## config.mk

```make
export PLATFORM = sky130hd
export DESIGN_NAME = operand_fetch
export DESIGN_NICKNAME = d
export VERILOG_FILES = /design/src/rtl/operand_fetch.sv
export SDC_FILE = /design/constraint.sdc
export NUM_CORES = 1
export LEC_CHECK = 0
export CAP_MARGIN = 20
export CORE_MARGIN = 2
export CORE_UTILIZATION = 53
export CTS_CLUSTER_SIZE = 12
export DETAILED_ROUTE_END_ITERATION = 6
export PLACE_DENSITY = 0.86
export SYNTH_ARGS = -nofsm -noshare
export SYNTH_HDL_FRONTEND = slang
export SYNTH_SLANG_ARGS = --single-unit
```

## constraint.sdc

```tcl
create_clock -name clk -period 7.7 [get_ports clk]
set_input_delay 1.155 -clock clk [delete_from_list [all_inputs] [get_ports clk]]
set_output_delay 1.155 -clock clk [all_outputs]
set_load 0.01 [all_outputs]
```

## src/rtl/operand_fetch.sv

```systemverilog
// Operand fetch stage: reads two source registers from an external register file,
// forwards in-flight writebacks, and presents a held operand bundle to the consumer.
module operand_fetch #(
  parameter int DATA_W = 16,
  parameter int ADDR_W = 2
) (
  input  logic              clk,
  input  logic              rst,
  input  logic              req_valid,
  output logic              req_ready,
  input  logic [ADDR_W-1:0] req_rs1,
  input  logic [ADDR_W-1:0] req_rs2,
  input  logic [ADDR_W-1:0] req_rd,
  input  logic [3:0]        req_op,
  input  logic              wb_valid,
  input  logic [ADDR_W-1:0] wb_addr,
  input  logic [DATA_W-1:0] wb_data,
  output logic              rf_we,
  output logic [ADDR_W-1:0] rf_w_addr,
  output logic [DATA_W-1:0] rf_w_data,
  output logic [ADDR_W-1:0] rf_r_addr1,
  output logic [ADDR_W-1:0] rf_r_addr2,
  input  logic [DATA_W-1:0] rf_r_data1,
  input  logic [DATA_W-1:0] rf_r_data2,
  output logic              op_valid,
  input  logic              op_ready,
  output logic [DATA_W-1:0] op_a,
  output logic [DATA_W-1:0] op_b,
  output logic [ADDR_W-1:0] op_rd,
  output logic [3:0]        op_code
);

  typedef enum logic [1:0] {IDLE, READ, CAPT, VALID} state_e;

  state_e              state_q;
  logic [ADDR_W-1:0]   rf_r_addr1_q, rf_r_addr2_q;
  logic [ADDR_W-1:0]   op_rd_q;
  logic [3:0]          op_code_q;
  logic                fwd1_q, fwd2_q;
  logic [DATA_W-1:0]   fwd_data1_q, fwd_data2_q;
  logic [DATA_W-1:0]   op_a_q, op_b_q;
  logic                op_valid_q;
  logic                rf_we_q;
  logic [ADDR_W-1:0]   rf_w_addr_q;
  logic [DATA_W-1:0]   rf_w_data_q;

  logic                match1, match2;
  logic [DATA_W-1:0]   op_a_d, op_b_d;

  // A write being committed this cycle is invisible to the register file read.
  assign match1 = rf_we_q && (rf_w_addr_q == rf_r_addr1_q);
  assign match2 = rf_we_q && (rf_w_addr_q == rf_r_addr2_q);

  // Newest value wins: live write, then write caught during READ, then the array.
  always_comb begin
    op_a_d = rf_r_data1;
    op_b_d = rf_r_data2;
    if (match1)      op_a_d = rf_w_data_q;
    else if (fwd1_q) op_a_d = fwd_data1_q;
    if (match2)      op_b_d = rf_w_data_q;
    else if (fwd2_q) op_b_d = fwd_data2_q;
  end

  always_ff @(posedge clk or posedge rst) begin
    if (rst) begin
      state_q      <= IDLE;
      rf_r_addr1_q <= '0;
      rf_r_addr2_q <= '0;
      op_rd_q      <= '0;
      op_code_q    <= '0;
      fwd1_q       <= 1'b0;
      fwd2_q       <= 1'b0;
      fwd_data1_q  <= '0;
      fwd_data2_q  <= '0;
      op_a_q       <= '0;
      op_b_q       <= '0;
      op_valid_q   <= 1'b0;
    end else begin
      case (state_q)
        IDLE: begin
          if (req_valid) begin
            rf_r_addr1_q <= req_rs1;
            rf_r_addr2_q <= req_rs2;
            op_rd_q      <= req_rd;
            op_code_q    <= req_op;
            fwd1_q       <= 1'b0;
            fwd2_q       <= 1'b0;
            state_q      <= READ;
          end
        end
        READ: begin
          fwd1_q <= match1;
          fwd2_q <= match2;
          if (match1) fwd_data1_q <= rf_w_data_q;
          if (match2) fwd_data2_q <= rf_w_data_q;
          state_q <= CAPT;
        end
        CAPT: begin
          op_a_q     <= op_a_d;
          op_b_q     <= op_b_d;
          op_valid_q <= 1'b1;
          state_q    <= VALID;
        end
        VALID: begin
          if (op_ready) begin
            op_valid_q <= 1'b0;
            state_q    <= IDLE;
          end
        end
        default: state_q <= IDLE;
      endcase
    end
  end

  // Writeback staging runs every cycle regardless of the fetch state.
  always_ff @(posedge clk or posedge rst) begin
    if (rst) begin
      rf_we_q     <= 1'b0;
      rf_w_addr_q <= '0;
      rf_w_data_q <= '0;
    end else begin
      rf_we_q <= wb_valid;
      if (wb_valid) begin
        rf_w_addr_q <= wb_addr;
        rf_w_data_q <= wb_data;
      end
    end
  end

  assign req_ready  = (state_q == IDLE) && !rst;
  assign rf_we      = rf_we_q;
  assign rf_w_addr  = rf_w_addr_q;
  assign rf_w_data  = rf_w_data_q;
  assign rf_r_addr1 = rf_r_addr1_q;
  assign rf_r_addr2 = rf_r_addr2_q;
  assign op_valid   = op_valid_q;
  assign op_a       = op_a_q;
  assign op_b       = op_b_q;
  assign op_rd      = op_rd_q;
  assign op_code    = op_code_q;

endmodule

```

# Yosys cells after proc, flatten, opt, wreduce, memory -nomap -nowiden
# Cells that the tools add are included.
[classes] n_eq_ne=7 n_mux=12 reduce_logical=13
[ops] op="16-bit two-way mux" count=4
[ops] op="2-bit AND reduction" count=6
[ops] op="2-bit case mux with 4 select lines" count=1
[ops] op="1-bit case mux with 2 select lines" count=3
[ops] op="2-bit == test" count=2
[ops] op="2-bit == test (second input constant)" count=2
[ops] op="2-bit two-way mux" count=2
[ops] op="2-bit != test (second input constant)" count=2
[ops] op="2-bit nonzero test" count=2
[ops] op="1-bit logical AND" count=3
[ops] op="2-bit by 1-bit == test with 1-bit output (second input constant)" count=1
[ops] op="2-bit logical NOT" count=1
[ops] op="1-bit two-way mux" count=2
[ops] op="1-bit logical NOT" count=1
[word_totals] reg_bits=98 in_bits=65 out_inout_bits=63

# Logic depth before layout (Yosys ltp)
# Gate-level depths: netlist of the first run.
[logic_depth] ltp_word=3 mapped_depth=6 ltp_nobuf=5

# Worst setup path after synthesis of the first run
# OpenSTA, ideal clock, no wires.
[synth_path] kind="in2out" startpoint="input port rst" endpoint="output port req_ready" arrival_ns=1.333 path_slack_ns=5.212 path_stages=1 n_path_buf=0 path_cell_list="nor2b_1"
[synth_between] elab_chain_len=2
[synth_rtl] item="start, declared" line_no="8" text="input logic rst,"
[synth_rtl] item="1-bit logical NOT" line_no="130" text="assign req_ready = (state_q == IDLE) && !rst;"
[synth_rtl] item="1-bit logical AND" line_no="130"
[synth_rtl] item="end, declared" line_no="10" text="output logic req_ready,"
# No other way between the ends.

# Worst setup path in the final report of the first run
# Same ends and word-level chain as after synthesis.

==> results.yml, run 1 <==
route:
  vias: 3733
  finalWirelength_mm: 12.4
  wl_per_cell_um: 19.8
  drtIter0Drc: 191
  remaining_drc_errors: 0
  drtAntennaViolNets: 0
  vias_per_cell: 5.93
  first_pass_iters: 5
setup_path:
  crit_chain: "clkdlybuf4s50_1, nor2b_1, clkdlybuf4s50_1"
  slowest_delay_ns: 0.54
  crit_family: "buffers and inverters"
  start_kind: "input port"
  path_common_cell: "clkdlybuf4s50_1"
  path_max_fanout: 2
  worstSetupEndpointType: "primary output"
  crit_type: "input port to primary output"
  cp.arrival_ns: 2.29
  crit_buf_inv: 2
  worstPathRequired_ns: 6.55
  crit_slowest_cell: "clkdlybuf4s50_1"
cts:
  cts.path.max_buffers: 2
  worstSkewPairLatency_ns: 0.36
  cts_inserted_buffers: 9
  cts_tree: "built"
  cts_root_buffer: "clkbuf_8"
  h-tree-depth: 3
  cts.hold.buffers_added: 0
  clkSinkCount: 98
  postCtsResizedCells: 0
  path_clk_slew_ns: 0.09
  postCtsSetupRepairBufs: 0
placement:
  place.port_buffers: 127
  place_area_um2: 6220
  routabilityCongestion: 0.787
  hpwl_mm: 8.09
  dp.cells: 609
pwr:
  power_frac_seq: 0.379
  pwr-share-comb: 0.490
  switchingPower_mw: 0.933
  internal_power_mw: 1.49
  power.share.clock: 0.132
  pwr_density_cell_nw_per_um2: 373
  swShare: 0.385
  power_leakage_nw: 2.68
  ir_worst_vdd_mv: 0.233
die:
  die_area_um2: 10100
  initial_core_util: 0.540
  rows: 35
  die_h_um: 100
  core_um2: 9110
  die_width_um: 100
  io-pin-count: 128
sta:
  fin_tns_setup_ns: 0
  rsz0062_at_grt: "false"
  setup_violations: 0
  slew_headroom: 0.275
  skew_ns: 0.0162
  hold_viol: 0
  max_freq_mhz: 290
  fin_crit_ns: 3.45
  worst_pin_slew_ns: 1.08
  period_share: 0.447
  maxSlewViolCount: 0
global_routing:
  grt_overflow: 0
  track_usage: 0.251
  grt_pass1_vias: 3884
  grt_pass1_wl_mm: 19.6
  antenna_found_initial: 0
  grt_max_degree: 85
logic_synthesis:
  synth.area.top_cells: "dfrtp_1 50%, mux2_2 17%, mux2_4 5.5%, o31ai_1 4.9%, o22ai_1 4.2%"
  synthAdderAreaFrac: 0.0102
  synth_fp_nets: 468
  ys_warn_count: 0
  synthSimpleGateAreaFrac: 0.0379
  synth_compound_area_frac: 0.140
  yosysTopAreaCellShare: 0.498
  synthCells: 399
  synth_mux_area_frac: 0.226
  synth_xor_area_frac: 0.0272
  synth_seq_cells: 98
  ys_types: 27
  syn_area_um2: 4920
  synth_top_family_by_area: "multiplexers"
  avgSynthCellArea_um2: 12.3
  seq_area_frac_synth: 0.498
  yosysTopAreaCell: "dfrtp_1"
layout:
  fin_area_um2: 6490
  nets: 582
  drive_gt1_frac: 0.245
  stdcell_count: 629
  syn2layout_area_growth_pct: 31.9
  diodes: 0
status:
  status: "finished, final reports clean"
hold_path:
  min_path_type: "flip-flop to flip-flop"
run:
  cap_violations: 0
==> flip-flops by register name, indices dropped and copies added (netlist names), 2 cells and up <==
name / flops
fwd_data1_q: 16
fwd_data2_q: 16
op_a: 16
op_b: 16
op_code: 4
op_rd: 2
rf_r_addr1: 2
rf_r_addr2: 2
rf_w_addr: 2
rf_w_data: 16
state_q: 2
==> Yosys cell counts, drive strengths merged <==
library cell,n
o21ai,1
mux2,93
xnor2,4
nand2,2
inv,36
nand2b,18
a221o,1
buf,14
nand3b,1
nor2b,3
nor3,2
clkbuf,16
o32a,1
xor2,4
o32ai,1
ha,4
a31oi,32
o31ai,32
o22ai,33
dfrtp,98
nor2,2
a22o,1
==> metrics by stage <==
step / worst slack [ns] / power [mW] / util / hold WS (ns)
6_report: 4.25 / 2.42 / 0.713 / 0.516
5_1_grt: 4.17 / 2.56 / 0.713 / 0.532
4_1_cts: 4.25 / 2.40 / 0.703 / 0.515
3_5_place_dp: 4.27 / 2.08 / 0.683 / 0.488
3_3_place_gp: 4.26 / 2.03 / 0.683 / 0.484
2_1_floorplan: 3.98 / 1.61 / - / 0.475
==> area by class of cell <==
class | instances | area [um2]
Clock buffer | 10 | 138
Clock inverter | 6 | 47.5
Fill cell | 647 | 2620
Inverter | 36 | 138
Multi-Input combinational cell | 235 | 2210
Sequential cell | 98 | 2450
Tap cell | 111 | 139
Timing Repair Buffer | 133 | 1370
==> cells in the final DEF (no fill, tap or decap), drive strengths merged <==
cell,synthesis,routed
o22ai,33,33
nand2,2,2
inv,36,39
clkdlybuf4s50,0,127
a221o,1,1
o21ai,1,1
a22o,1,1
mux2,93,93
nor2,2,2
o32a,1,1
nand3b,1,1
dfrtp,98,98
nand2b,18,18
o31ai,32,32
clkinvlp,0,1
nor3,2,2
xnor2,4,4
clkbuf,16,10
nor2b,3,3
o32ai,1,1
a31oi,32,32
xor2,4,4
buf,14,6
ha,4,4
clkinv,0,2
==> worst register-to-register path: stages, from the launching register on <==
cell     delay (ns)
dfrtp_1        0.64
xor2_2         0.88
nor3_4         0.26
buf_8          0.24
mux2_4         0.31
==> power groups by stage <==
stage          combinational (mW)  clock, mW  sequential [mW]
2_1_floorplan               0.700          0            0.906
3_3_place_gp                 1.12          0            0.908
3_5_place_dp                 1.16          0            0.924
4_1_cts                      1.16      0.320            0.914
5_1_grt                      1.27      0.343            0.944
6_report                     1.18      0.319            0.916
==> per-layer routing <==
layer,wire (um),part of all wire,up-vias,global-route usage
met2,6370,0.51,145,0.417
li1,-,-,1691,-
met5,0,0,-,0
met3,670,0.054,10,0.0439
met4,108,0.0087,0,0.0906
met1,5290,0.43,1887,0.332
==> final timing paths <==
| check | startpoint | endpoint | slack, ns | cells past startpoint |
|---|---|---|---|---|
| max | rst | req_ready | 4.25 | 3 |
| min | fwd_data1_q[13] | fwd_data1_q[13] | 0.52 | 1 |
| max reg2reg | rf_w_addr[1] | fwd_data2_q[2] | 5.29 | 4 |
| min reg2reg | fwd_data1_q[13] | fwd_data1_q[13] | 0.52 | 1 |
| max in group asynchronous | rst | state_q[1] | 5.69 | 4 |
| min in group asynchronous | rst | rf_r_addr2[1] | 1.08 | 2 |
==> kinds of logic (layout without fill, tap and decap cells) <==
family	count (synthesis)	in the layout
AOI/OAI and AO/OA	102	102
xor gates and xnor gates	8	8
adders and majority gates	4	4
buffers and inverters	66	185
DFF	98	98
muxes	93	93
and+or+nand+nor	28	28
No activity file was read; power rests on OpenSTA's default activity.
==> run 2, diff against run 1 <==
--- a/config.mk
+++ b/config.mk
@@ -7,10 +7,10 @@
 export LEC_CHECK = 0
 export CAP_MARGIN = 20
 export CORE_MARGIN = 2
-export CORE_UTILIZATION = 53
+export CORE_UTILIZATION = 49
 export CTS_CLUSTER_SIZE = 12
 export DETAILED_ROUTE_END_ITERATION = 6
-export PLACE_DENSITY = 0.86
+export PLACE_DENSITY = 0.8
 export SYNTH_ARGS = -nofsm -noshare
 export SYNTH_HDL_FRONTEND = slang
 export SYNTH_SLANG_ARGS = --single-unit
==> constraint.sdc (replaced) <==
create_clock -name clk -period 3.24 [get_ports clk]
set_input_delay 0.486 -clock clk [delete_from_list [all_inputs] [get_ports clk]]
set_output_delay 0.486 -clock clk [all_outputs]
set_load 0.01 [all_outputs]
==> run 2 against run 1 <==
Hold slack worse by 0.0035 ns. Critical path depth stayed put. Wire length decreased by 0.86%. Highest routed layer unchanged. Register-to-register slack lost 4.5 ns. Sequential power up 140%. Largest cell class unchanged. Flip-flop and latch count is the same. Global-route usage shrank 1.6 points. Die area is 7.8% higher. Design area decreased by 0.17%.
==> results.yml, run 2 (synthesis gave the netlist of run 1 again) <==
setup_path:
  reg2reg_slack_ns: 0.77
  r2r-end: "fwd_data2_q[12]"
  start_kind: "flip-flop"
  worstSetupEndpointType: "flip-flop"
  path_max_fanout: 17
  crit_type: "flip-flop to flip-flop"
  cp.arrival_ns: 2.72
  r2r-start: "rf_w_addr[1]"
  worst_r2r_path_depth: 3
  worstPathRequired_ns: 3.49
die:
  core_um2: 9770
  initial_core_util: 0.504
  die_h_um: 104
  rows: 36
  die_area_um2: 10900
  die_width_um: 104
  io-pin-count: 128
route:
  highest_layer: "met4"
  remaining_drc_errors: 0
  drtIter0Drc: 207
  finalWirelength_mm: 12.3
  dr_wl_met3_um: 628
  first_pass_iters: 5
  vias_per_cell: 5.68
  wl_met1_mm: 5.20
  drtAntennaViolNets: 0
  wl_met2_mm: 6.23
  vias: 3689
  wl_per_cell_um: 19.0
placement:
  hpwl_mm: 8.37
  place_area_um2: 6280
  routabilityCongestion: 0.828
  place.port_buffers: 127
  dp.cells: 633
status:
  status: "finished, final reports clean"
run:
  cap_violations: 0
hold_path:
  whs_path_depth: 1
  holdCritStartpoint: "op_code[2]"
  min_to: "op_code[2]"
  min_path_type: "flip-flop to flip-flop"
sta:
  rsz0062_at_grt: "false"
  fin_crit_ns: 2.47
  setup_violations: 0
  max_freq_mhz: 404
  worst_pin_slew_ns: 1.06
  period_share: 0.764
  hold_viol: 0
  fin_tns_setup_ns: 0
  skew_ns: 0.0127
  slew_headroom: 0.292
  maxSlewViolCount: 0
global_routing:
  grt_pass1_wl_mm: 20.2
  grt_overflow: 0
  grt_max_degree: 62
  antenna_found_initial: 0
  grt_pass1_vias: 3927
  track_usage: 0.235
cts:
  cts_tree: "built"
  postCtsSetupRepairBufs: 0
  cts.hold.buffers_added: 0
  path_clk_slew_ns: 0.09
  cts_root_buffer: "clkbuf_8"
  cts.path.max_buffers: 2
  clkSinkCount: 98
  h-tree-depth: 3
  cts_inserted_buffers: 9
  worstSkewPairLatency_ns: 0.36
  postCtsResizedCells: 0
layout:
  multiInputGateArea_um2: 2210
  nets: 580
  diodes: 0
  fin_area_um2: 6480
  seq_area_um2: 2450
  drive_gt1_frac: 0.242
  layout_commonest_cell: "clkdlybuf4s50_1"
  final_cell_mix: "127 x clkdlybuf4s50_1, 98 x dfrtp_1, 75 x mux2_2"
  stdcell_count: 649
  nFillCells: 755
  syn2layout_area_growth_pct: 31.7
pwr:
  p_total_mw: 5.74
  pwr_density_cell_nw_per_um2: 886
  power_leakage_nw: 2.66
  ir_worst_vdd_mv: 0.520
-- run 2: changes by cell type in the layout (fill, tap and decap cells not counted) --
cell / previous run / this run
buf_8: 2 / 0
clkinv_2: 1 / 2
bufinv_16: 0 / 1
clkinv_4: 1 / 3
clkinvlp_4: 1 / 0
inv_6: 3 / 0
buf_12: 0 / 1
buf_16: 2 / 0
buf_4: 2 / 3
-- run 2: layer usage --
metal,up-vias,global-route usage
met1,1848,0.300
met2,132,0.398
met5,-,0
li1,1689,-
met4,0,0.0936
met3,20,0.0414
-- run 2: worst max-delay path by stage --
stage	start	to	slack, ns	cells past startpoint
after floorplan	rst	fwd1_q	0.19	1
after global placement	rf_w_addr[1]	fwd_data2_q[11]	0.90	3
after detailed placement	rf_w_addr[0]	fwd_data1_q[11]	0.80	3
after CTS	rf_w_addr[1]	fwd_data2_q[12]	0.78	3
after global routing	rf_w_addr[1]	fwd_data2_q[15]	0.64	3
final	rf_w_addr[1]	fwd_data2_q[12]	0.77	3
-- run 2: layout make-up --
cell class              instances  area share
repair buffers                131       0.203
flip-flops and latches         98       0.378
clock inverters                 6      0.0102
well taps                     133      0.0257
inverters                      36      0.0212
clock buffers                  10      0.0212
multi-input cells             235       0.341
-- run 2: critical path: stages (launching register included) --
cell	delay (ns)
dfrtp_1	0.63
xor2_2	0.37
nor3_4	0.93
mux2_2	0.42
-- run 2: power breakdown --
group	internal, mW	switching (mW)	total, mW
registers	1.73	0.445	2.18
logic	1.46	1.29	2.75
clock network	0.380	0.433	0.813
-- run 2: metrics by stage --
step	hold slack [ns]	worst slack (ns)	util
floorplan	0.475	0.192	-
global placement	0.486	0.899	0.642
detailed placement	0.491	0.795	0.642
CTS	0.518	0.780	0.663
global route	0.532	0.637	0.663
finish	0.513	0.765	0.663
